**config.mk**
```make
export PLATFORM = sky130hd
export DESIGN_NAME = cpu_sequencer
export DESIGN_NICKNAME = d
export VERILOG_FILES = /design/src/rtl/cpu_ctrl_pkg.sv /design/src/rtl/lat_counter.sv /design/src/rtl/cpu_sequencer.sv
export SDC_FILE = /design/constraint.sdc
export NUM_CORES = 1
export LEC_CHECK = 0
export CAP_MARGIN = 20
export CORE_UTILIZATION = 42
export DETAILED_ROUTE_END_ITERATION = 16
export PLACE_DENSITY_LB_ADDON = 0.2
export SETUP_SLACK_MARGIN = 0.4
export SLEW_MARGIN = 10
export SYNTH_ARGS = -nofsm -noshare
export SYNTH_HDL_FRONTEND = slang
export SYNTH_SLANG_ARGS = --single-unit
```
**constraint.sdc**
```tcl
create_clock -name clk -period 2.7 [get_ports clk]
set_input_delay 0.54 -clock clk [delete_from_list [all_inputs] [get_ports clk]]
set_output_delay 0.54 -clock clk [all_outputs]
set_load 0.01 [all_outputs]
```
**src/rtl/cpu_ctrl_pkg.sv**
```systemverilog
// Shared types and encodings for the multi-cycle datapath sequencer.
// Optional HALT support is enabled by defining CPU_SEQ_HALT_EN.
package cpu_ctrl_pkg;

  typedef enum logic [3:0] {
    S_WAIT, S_GET_A, S_GET_B, S_GET_D,
    S_ALU, S_PASS, S_ADDR, S_LADDR,
    S_STATUS, S_WB_IMM, S_WB_C, S_MEM_RD,
    S_WB_MEM, S_MEM_WR, S_HALTED
  } state_t;

  localparam logic [4:0] OP_MOVI = 5'b11010;
  localparam logic [4:0] OP_MOVR = 5'b11000;
  localparam logic [4:0] OP_ADD  = 5'b10100;
  localparam logic [4:0] OP_CMP  = 5'b10101;
  localparam logic [4:0] OP_AND  = 5'b10110;
  localparam logic [4:0] OP_MVN  = 5'b10111;
  localparam logic [4:0] OP_LDR  = 5'b01100;
  localparam logic [4:0] OP_STR  = 5'b10000;
  localparam logic [4:0] OP_HALT = 5'b11100;

  localparam logic [1:0] RS_RM = 2'b00;
  localparam logic [1:0] RS_RD = 2'b01;
  localparam logic [1:0] RS_RN = 2'b10;

  localparam logic [1:0] WBS_C   = 2'b00;
  localparam logic [1:0] WBS_IMM = 2'b10;
  localparam logic [1:0] WBS_MEM = 2'b11;

  localparam logic [1:0] MEM_NONE  = 2'b00;
  localparam logic [1:0] MEM_READ  = 2'b01;
  localparam logic [1:0] MEM_WRITE = 2'b10;

  localparam int MEM_LAT_MAX = 7;

  typedef struct packed {
    logic       waiting;
    logic [1:0] reg_sel;
    logic [1:0] wb_sel;
    logic       w_en;
    logic       en_a;
    logic       en_b;
    logic       en_c;
    logic       en_status;
    logic       sel_a;
    logic       sel_b;
    logic       load_addr;
    logic [1:0] mem_cmd;
  } ctrl_t;

  function automatic ctrl_t decode(state_t s);
    ctrl_t c;
    c = '0;
    c.mem_cmd = MEM_NONE;
    case (s)
      S_WAIT:   c.waiting = 1'b1;
      S_GET_A:  begin c.reg_sel = RS_RN; c.en_a = 1'b1; end
      S_GET_B:  begin c.reg_sel = RS_RM; c.en_b = 1'b1; end
      S_GET_D:  begin c.reg_sel = RS_RD; c.en_b = 1'b1; end
      S_ALU:    c.en_c = 1'b1;
      S_PASS:   begin c.en_c = 1'b1; c.sel_a = 1'b1; end
      S_ADDR:   begin c.en_c = 1'b1; c.sel_b = 1'b1; end
      S_LADDR:  c.load_addr = 1'b1;
      S_STATUS: c.en_status = 1'b1;
      S_WB_IMM: begin
        c.reg_sel = RS_RN; c.wb_sel = WBS_IMM; c.w_en = 1'b1;
      end
      S_WB_C: begin
        c.reg_sel = RS_RD; c.wb_sel = WBS_C; c.w_en = 1'b1;
      end
      S_MEM_RD: c.mem_cmd = MEM_READ;
      S_WB_MEM: begin
        c.mem_cmd = MEM_READ; c.reg_sel = RS_RD;
        c.wb_sel = WBS_MEM; c.w_en = 1'b1;
      end
      S_MEM_WR: c.mem_cmd = MEM_WRITE;
      default:  ;
    endcase
    return c;
  endfunction

endpackage

```
**src/rtl/lat_counter.sv**
```systemverilog
// Loadable 3-bit down-counter timing the memory read wait.
module lat_counter (
  input  logic       clk,
  input  logic       rst,
  input  logic       load,
  input  logic       dec,
  input  logic [2:0] value,
  output logic       done
);

  logic [2:0] count;

  always_ff @(posedge clk or posedge rst) begin
    if (rst)
      count <= '0;
    else if (load)
      count <= value;
    else if (dec && count != 3'd0)
      count <= count - 3'd1;
  end

  assign done = (count == 3'd0);

endmodule

```
**src/rtl/cpu_sequencer.sv**
```systemverilog
// Multi-cycle control FSM for the register/ALU datapath with LDR/STR.
// Define CPU_SEQ_HALT_EN to make encoding 11100 a reset-only HALT.
module cpu_sequencer
  import cpu_ctrl_pkg::*;
#(
  parameter int MEM_LAT = 1
) (
  input  logic       clk,
  input  logic       rst,
  input  logic       start,
  input  logic [2:0] opcode,
  input  logic [1:0] ALU_op,
  output logic       waiting,
  output logic       illegal,
  output logic [1:0] reg_sel,
  output logic [1:0] wb_sel,
  output logic       w_en,
  output logic       en_A,
  output logic       en_B,
  output logic       en_C,
  output logic       en_status,
  output logic       sel_A,
  output logic       sel_B,
  output logic       load_addr,
  output logic [1:0] mem_cmd
);

  localparam int LAT = (MEM_LAT > MEM_LAT_MAX) ? MEM_LAT_MAX :
                       (MEM_LAT < 0) ? 0 : MEM_LAT;
  localparam logic [2:0] LAT_M1 = (LAT == 0) ? 3'd0 : 3'(LAT - 1);

  state_t     state, nxt;
  ctrl_t      ctl;
  logic [4:0] instr, enc;
  logic       cnt_done, cnt_load, cnt_dec;

  assign enc = {opcode, ALU_op};

  always_comb begin
    nxt = state;
    case (state)
      S_WAIT: if (start) begin
        case (enc)
          OP_MOVI:                 nxt = S_WB_IMM;
          OP_MOVR, OP_MVN:         nxt = S_GET_B;
          OP_ADD, OP_AND, OP_CMP,
          OP_LDR, OP_STR:          nxt = S_GET_A;
`ifdef CPU_SEQ_HALT_EN
          OP_HALT:                 nxt = S_HALTED;
`endif
          default:                 nxt = S_WAIT;
        endcase
      end
      S_GET_A:
        nxt = (instr == OP_LDR || instr == OP_STR) ? S_ADDR : S_GET_B;
      S_GET_B: begin
        case (instr)
          OP_CMP:         nxt = S_STATUS;
          OP_ADD, OP_AND: nxt = S_ALU;
          default:        nxt = S_PASS;
        endcase
      end
      S_ALU:    nxt = S_WB_C;
      S_PASS:   nxt = (instr == OP_STR) ? S_MEM_WR : S_WB_C;
      S_ADDR:   nxt = S_LADDR;
      S_LADDR: begin
        if (instr == OP_STR) nxt = S_GET_D;
        else if (LAT == 0)   nxt = S_WB_MEM;
        else                 nxt = S_MEM_RD;
      end
      S_GET_D:  nxt = S_PASS;
      S_MEM_RD: nxt = cnt_done ? S_WB_MEM : S_MEM_RD;
      S_HALTED: nxt = S_HALTED;
      default:  nxt = S_WAIT;
    endcase
  end

  // Outputs are registered from the next state, so they stay Moore.
  always_ff @(posedge clk or posedge rst) begin
    if (rst) begin
      state   <= S_WAIT;
      instr   <= '0;
      illegal <= 1'b0;
      ctl     <= decode(S_WAIT);
    end else begin
      state <= nxt;
      ctl   <= decode(nxt);
      if (state == S_WAIT && start) begin
        instr   <= enc;
        illegal <= (nxt == S_WAIT);
      end
    end
  end

  assign cnt_load = (state == S_LADDR) && (nxt == S_MEM_RD);
  assign cnt_dec  = (state == S_MEM_RD);

  lat_counter u_lat (
    .clk   (clk),
    .rst   (rst),
    .load  (cnt_load),
    .dec   (cnt_dec),
    .value (LAT_M1),
    .done  (cnt_done)
  );

  assign waiting   = ctl.waiting;
  assign reg_sel   = ctl.reg_sel;
  assign wb_sel    = ctl.wb_sel;
  assign w_en      = ctl.w_en;
  assign en_A      = ctl.en_a;
  assign en_B      = ctl.en_b;
  assign en_C      = ctl.en_c;
  assign en_status = ctl.en_status;
  assign sel_A     = ctl.sel_a;
  assign sel_B     = ctl.sel_b;
  assign load_addr = ctl.load_addr;
  assign mem_cmd   = ctl.mem_cmd;

endmodule

```
==> summary.md, run 1 <==
| Metric | Value |
|---|---|
| Power Total | `1.55 mW` |
| Setup WS pre-CTS | `-0.00396 ns` |
| Maximum vdd drop | `0.377 mV` |
| Vias | `1052` |
| Fmax | `452 MHz` |
| Hold crit path type | `input pin to asynchronous set/reset pin` |
| Hold Vio Cnt, Final | `0` |
| Final Net Count | `168` |
| Reg clk slew, reported paths | `0.15 ns` |
| Clk sinks | `28` |
| Worst-path fanout max | `6` |
| CTS buffer count | `3` |
| Fin util | `56.6%` |
| Post-layout min period | `2.21 ns` |
| Total grt overflow | `0` |
| Max cap viols | `0` |
| Slew HR | `67.6%` |
| Syn nets | `137` |
| Final Skew | `0.00745 ns` |
| HPWL after DPL | `1.98 mm` |
| Root buf cell | `clkbuf_4` |
| Post-Syn Area | `1390 um^2` |
| Seq cells post-synth | `28` |
| Remaining DRCs | `0` |
| Status | `finished, final reports clean` |
| Wirelength per Cell | `13.1 um` |
| Worst EP required | `2.96 ns` |
| Floorplan row count | `20` |
| Initial antenna violation count | `0` |
| Area grow syn2layout | `26.2%` |
| CTS tree | `yes` |
| Synth top area cells | `dfrtp_1 49%, mux2_2 4.0%, nand2b_1 3.1%, inv_1 2.7%, nand2_1 2.2%` |
| Share of layout cells above drive strength 1 | `17.8%` |
| Setup violators final | `0` |
| Arrival time at the worst endpoint | `2.47 ns` |
| CTS Buffer Depth | `2` |
| Worst-skew pair later-pin latency | `0.33 ns` |
| Final setup TNS | `0 ns` |
| Syn avg cell area | `11.0 um^2` |
| Routed Antenna Nets | `0` |
| Slew @ Worst Pin | `0.486 ns` |
| Drt total wl | `2.64 mm` |
| Crit path kind | `input pin to register` |
| Port bufs | `23` |
| Most used cell along the critical path | `nand2b_1` |
| Initial DRC Count | `38` |
| Final Max Tran Viols | `0` |
| Cell family with most CP delay | `simple AND/OR/NAND/NOR gates` |
| Post-route cell area | `1760 um^2` |
| Hold_ws | `0.410 ns` |
| Postcts setup bufs | `0` |
| Power Dens Cells | `885 nW/um^2` |
| Slowest CP cell | `or4_4` |
| Sequential fraction of the synthesis area | `50.4%` |
| Ys Warns | `0` |
| Gr usage total | `16.4%` |
| Number of distinct library cells after synthesis | `45` |
| Core box area | `3100 um^2` |
| DP Area | `1700 um^2` |
| Share of the synthesized area in the top cell type | `48.6%` |
| Ant diodes | `0` |
| Synth Instances | `127` |
| Leakage Power | `0.776 nW` |
| Vert. Die Dim | `59.6 um` |
| Global-route wire length before repair | `4.26 mm` |
| Top Ports | `24` |
| Non-Filler Instances | `201` |
| Critical-path cell list | `clkdlybuf4s50_1 > nand2b_1 > a21oi_1 > o31a_1 > or4_4 > nand2b_1 > o31ai_2` |
| Drt first pass iters | `4` |
| Unrepaired setup endpoints after global routing | `no` |
| Max incr delay on CP | `0.53 ns` |
| Post-Place Cells | `197` |
| Die W | `59.6 um` |
| Register Area | `702 um^2` |
| GP Congestion | `0.894` |
| Fillers | `300` |
| Initial Util | `44.8%` |
| Multi-input gate area | `629 um^2` |
| H-tree depth | `1` |
| Crit start category | `input pin` |
| Leading area contributor after synthesis | `dfrtp_1` |
| Die area | `3550 um^2` |
| Final worst slack | `0.486 ns` |
| Buffers & Inverters on Critical Path | `1` |
| Final period util | `82.0%` |
| Worst setup EP type | `register` |
| Largest net degree at the start of global routing | `23` |
| Post-DR vias/cell | `5.23` |
| Vias in the first global route | `968` |
cells in the mapped netlist, drive strengths merged:
| cell type | count |
|---|---|
| dfrtp | 27 |
| inv | 10 |
| nand2 | 8 |
| nor2 | 8 |
| nand2b | 7 |
| buf | 5 |
| mux2 | 5 |
| nor3 | 5 |
| a21oi | 4 |
| a211oi | 3 |
| nor2b | 3 |
| o31ai | 3 |
| a311oi | 2 |
| and2 | 2 |
| and3b | 2 |
| ha | 2 |
| nand3 | 2 |
| nand3b | 2 |
| nand4b | 2 |
| nor3b | 2 |
| nor4b | 2 |
| o21ai | 2 |
| xnor2 | 2 |
| a211o | 1 |
| a221oi | 1 |
| a2bb2oi | 1 |
| a41o | 1 |
| and3 | 1 |
| dfstp | 1 |
| nor4 | 1 |
| nor4bb | 1 |
| o211ai | 1 |
| o21bai | 1 |
| o22ai | 1 |
| o31a | 1 |
| o41ai | 1 |
| or2 | 1 |
| or3 | 1 |
| or3b | 1 |
| or4 | 1 |
where the power goes:
| group | switching [mW] | internal, mW | total, mW |
|---|---|---|---|
| combinational | 0.335 | 0.354 | 0.689 |
| clock | 0.121 | 0.0826 | 0.203 |
| sequential | 0.125 | 0.536 | 0.661 |
layout make-up:
type	count	area share, %
Clock buffer	4	2.07
Inverter	10	2.14
Timing Repair Buffer	31	16.8
Sequential cell	28	40.0
Tap cell	44	3.14
Multi-Input combinational cell	84	35.9
flip-flops by register name (all words and copies together), names as in the netlist:
register,flops
instr,5
load_addr,1
w_en,1
en_A,1
wb_sel,2
en_status,1
en_C,1
waiting,1
reg_sel,2
sel_A,1
illegal,1
state,4
mem_cmd,2
sel_B,1
en_B,1
u_lat.count,3
path summary, 6_finish.rpt:
kind | from | endpoint | slack, ns | cells past startpoint
setup / recovery | ALU_op[0] | w_en$_DFF_PP0_ | 0.49 | 7
max in group asynchronous | rst | u_lat.count[1]$_DFFE_PP0P_ | 1.73 | 3
min in group clk | illegal$_DFFE_PP0P_ | illegal$_DFFE_PP0P_ | 0.53 | 1
hold / removal | rst | en_B$_DFF_PP0_ | 0.41 | 2
hold reg to reg | illegal$_DFFE_PP0P_ | illegal$_DFFE_PP0P_ | 0.53 | 1
setup reg to reg | state[2]$_DFF_PP0_ | illegal$_DFFE_PP0P_ | 0.57 | 6
layout by cell type, fill, tap and decap left out, drive strengths merged, types with 2 or more instances in the layout:
cell type      instances
o31ai                  3
o21ai                  2
and3b                  2
dfrtp                 27
buf                    8
inv                   10
nor3b                  2
dlymetal6s2s           2
nand2                  8
ha                     2
nand3b                 2
a211oi                 3
nor2                   8
and2                   2
nor3                   5
a21oi                  4
xnor2                  2
clkbuf                 4
nand2b                 7
nand3                  2
a311oi                 2
nor4b                  2
nor2b                  3
mux2                   5
clkdlybuf4s50         21
nand4b                 2
routing by layer:
layer | up-vias | global-route usage (%) | wire length (um)
li1 | 514 | - | -
met1 | 507 | 21.1 | 1210
met2 | 26 | 27.3 | 1320
met3 | 5 | 2.62 | 67
met4 | 0 | 6.98 | 39
met5 | - | 0 | 0
kinds of logic (layout without fill, tap and decap cells):
kind of cell    after synthesis  after routing  synth area share [%]
xor+xnor                      2              2                  1.26
buf+inv                      15             45                  5.40
flops                        28             28                  50.5
simple gates                 52             52                  23.7
fa+ha+maj                     2              2                  1.80
mux                           5              5                  4.05
compound gates               23             23                  13.4
timing repair:
item,4_1_cts,5_1_grt
gates resized for setup,1,4
endpoints found under the setup margin,2,6
endpoints found under the hold margin,0,0
hold buffers,0,0
Note: power is estimated with default switching activity, not from simulation.
==> inputs of run 2 (changes only) <==
==> constraint.sdc (replaced) <==
create_clock -name clk -period 2.1 [get_ports clk]
set_input_delay 0.42 -clock clk [delete_from_list [all_inputs] [get_ports clk]]
set_output_delay 0.42 -clock clk [all_outputs]
set_load 0.01 [all_outputs]
==> run 2 against run 1 <==
Via count is 13% higher. Die area stayed put. First-iteration DRC count is 21% higher. Non-clock buffer count is 23 higher. Final cell count is 11% higher. Register-to-register slack worse by 0.52 ns. Count of clock-buffer cells in the layout stayed put. Power is 63% higher. Cell area is 19% higher.
==> summary.md, run 2 (synthesized netlist as in run 1, its figures left out) <==
| Metric | Value |
|---|---|
| Post-DR vias/cell | `5.29 (+1.2%)` |
| Hold crit path type | `input pin to asynchronous set/reset pin` |
| Max cap viols | `0 (unchanged)` |
| Fmax | `489 MHz` |
| Unrepaired setup endpoints after global routing | `yes` |
| CTS Hold Buffers Added | `0 (unchanged)` |
| Initial DRC Count | `46 (+21%)` |
| GP Congestion | `0.939 (+5.0%)` |
| Top Ports | `24 (unchanged)` |
| Maximum vdd drop | `0.611 mV (+62%)` |
| Worst Setup SP | `instr[3]$_DFFE_PP0P_` |
| Vias in the first global route | `1091 (+13%)` |
| Die area | `3550 um^2 (unchanged)` |
| Largest net degree at the start of global routing | `18 (-22%)` |
| Die W | `59.6 um (unchanged)` |
| Reg clk slew, reported paths | `0.14 ns (about the same)` |
| Slew HR | `67.3% (-0.32 points)` |
| Post-route cell area | `2090 um^2 (+19%)` |
| Vert. Die Dim | `59.6 um (unchanged)` |
| Slowest CP cell | `dfrtp_1` |
| Final period util | `97.4%` |
| Floorplan row count | `20 (unchanged)` |
| Clk sinks | `28 (unchanged)` |
| Drt first pass iters | `4 (unchanged)` |
| Ant diodes | `0 (unchanged)` |
| Root buf cell | `clkbuf_4` |
| CTS buffer count | `3 (unchanged)` |
| Post-layout min period | `2.05 ns` |
| Power Dens Cells | `1210 nW/um^2 (+37%)` |
| Crit start category | `register` |
| Worst-skew pair later-pin latency | `0.32 ns (about the same)` |
| HPWL after DPL | `2.14 mm (+7.9%)` |
| Area grow syn2layout | `49.9%` |
| Worst setup EP type | `register` |
| Worst EP required | `2.34 ns (-0.62 ns)` |
| Fillers | `238 (-21%)` |
| Vias | `1186 (+13%)` |
| Final setup TNS | `0 ns (unchanged)` |
| Commonest non-fill, non-tap cell in the layout | `dfrtp_1` |
| Non-Filler Instances | `224 (+11%)` |
| Hold Vio Cnt, Final | `0 (unchanged)` |
| Final Net Count | `191 (+14%)` |
| Final Skew | `0.00391 ns (-0.00354 ns)` |
| Arrival time at the worst endpoint | `2.29 ns (-0.18 ns)` |
| Critical-path cell list | `nand3b_1 > buf_4 > nor3_4 > a2bb2oi_2 > o22ai_1 > a211o_2 > o31ai_2` |
| Routed Antenna Nets | `0 (unchanged)` |
| DP Area | `1800 um^2 (+5.7%)` |
| Largest reg by FF count | `instr` |
| CTS tree | `yes` |
| CTS Buffer Depth | `2 (unchanged)` |
| Setup violators final | `0 (unchanged)` |
| Hold_ws | `0.409 ns (-0.00112 ns)` |
| Worst-path fanout max | `7 (+1)` |
| Max reg flops | `5 (unchanged)` |
| Max incr delay on CP | `0.46 ns (-0.07 ns)` |
| Global-route wire length before repair | `4.84 mm (+13%)` |
| Remaining DRCs | `0 (unchanged)` |
| Gr usage total | `18.8% (+2.4 points)` |
| Worst r2r src | `instr[3]$_DFFE_PP0P_` |
| Biggest regs | `instr: 5 flops, state: 4 flops, u_lat.count: 3 flops` |
| Crit path kind | `register to register` |
| Status | `finished, final reports clean` |
| Port bufs | `23 (unchanged)` |
| Drt total wl | `3.20 mm (+21%)` |
| Final Max Tran Viols | `0 (unchanged)` |
| Core box area | `3100 um^2 (unchanged)` |
| H-tree depth | `1 (unchanged)` |
| Share of layout cells above drive strength 1 | `39.4% (+22 points)` |
| Slew @ Worst Pin | `0.490 ns (+0.00426 ns)` |
| Most frequent cells in the layout | `26 x dfrtp_1, 25 x buf_4, 16 x clkdlybuf4s50_1` |
| Initial antenna violation count | `0 (unchanged)` |
| Wirelength per Cell | `14.3 um (+8.9%)` |
| Initial Util | `44.8% (unchanged)` |
| Leakage Power | `0.960 nW (+24%)` |
| Post-Place Cells | `210 (+6.6%)` |
| Total grt overflow | `0 (unchanged)` |
[run 2: cell count changes in the layout (fill, tap and decap cells not counted), moves of 2 or more]
cell and delta:
nor3_1 -3, buf_4 +17, nand2b_4 +4, dlygate4sd2_1 +3, buf_6 +6, nor3_2 +2, ha_1 -2, mux2_2 -4
mux2_4 +4, clkdlybuf4s50_1 -5, clkdlybuf4s15_2 +2, nand2b_1 -4
[run 2: worst max-delay path, delay by kind of cell, from the launching register on]
kind / cells / cell delay [ns]
buffers and inverters: 1 / 0.18
AND/OR/NAND/NOR: 2 / 0.39
AO/OA/AOI/OAI: 4 / 0.93
flip-flops: 1 / 0.46
[run 2: cell type report]
class                   count  area, um^2  area share, %
multi-input cells          84         772           37.0
inverters                  10        37.5           1.80
flip-flops and latches     28         703           33.7
well taps                  44        55.1           2.64
repair buffers             54         482           23.1
clock buffers               4        36.3           1.74
[run 2: where the power goes]
| part | switching [mW] | total (mW) | internal [mW] | leakage, nW |
|---|---|---|---|---|
| sequential | 0.140 | 0.831 | 0.691 | 0.366 |
| clock | 0.152 | 0.258 | 0.106 | 0.0210 |
| combinational | 0.667 | 1.44 | 0.771 | 0.573 |
| total | 0.958 | 2.53 | 1.57 | 0.960 |
[run 2: stage by stage]
| step | total power, mW | util [%] | worst slack (ns) |
|---|---|---|---|
| final | 2.53 | 67.2 | 0.0538 |
| after global routing | 2.67 | 67.2 | -0.0670 |
| after CTS | 2.20 | 61.9 | 0.147 |
| after detailed placement | 1.85 | 57.9 | -0.386 |
| after global placement | 1.82 | 57.9 | -0.316 |
| after floorplan | 1.47 | - | 0.0320 |
[run 2: metal layers]
metal | global-route usage (%) | part of all wire [%]
met5 | 0 | 0
met2 | 32.6 | 52
met4 | 7.64 | 0.53
met3 | 2.62 | 3.3
met1 | 23.4 | 44
[run 2: path summary, 6_finish.rpt]
kind	to	slack (ns)	depth (start not counted)
min in group clk	instr[2]$_DFFE_PP0P_	0.48	3
min	instr[3]$_DFFE_PP0P_	0.41	2
max in group asynchronous	state[1]$_DFF_PP0_	1.08	3
max reg2reg	w_en$_DFF_PP0_	0.05	7
max	w_en$_DFF_PP0_	0.05	7
min reg2reg	illegal$_DFFE_PP0P_	0.53	1
[run 2: repair_timing]
action                     in CTS  in global routing
resized for setup              26                 23
pin swaps                       7                 14
setup buffers                   4                  6
setup endpoints to repair      16                 16
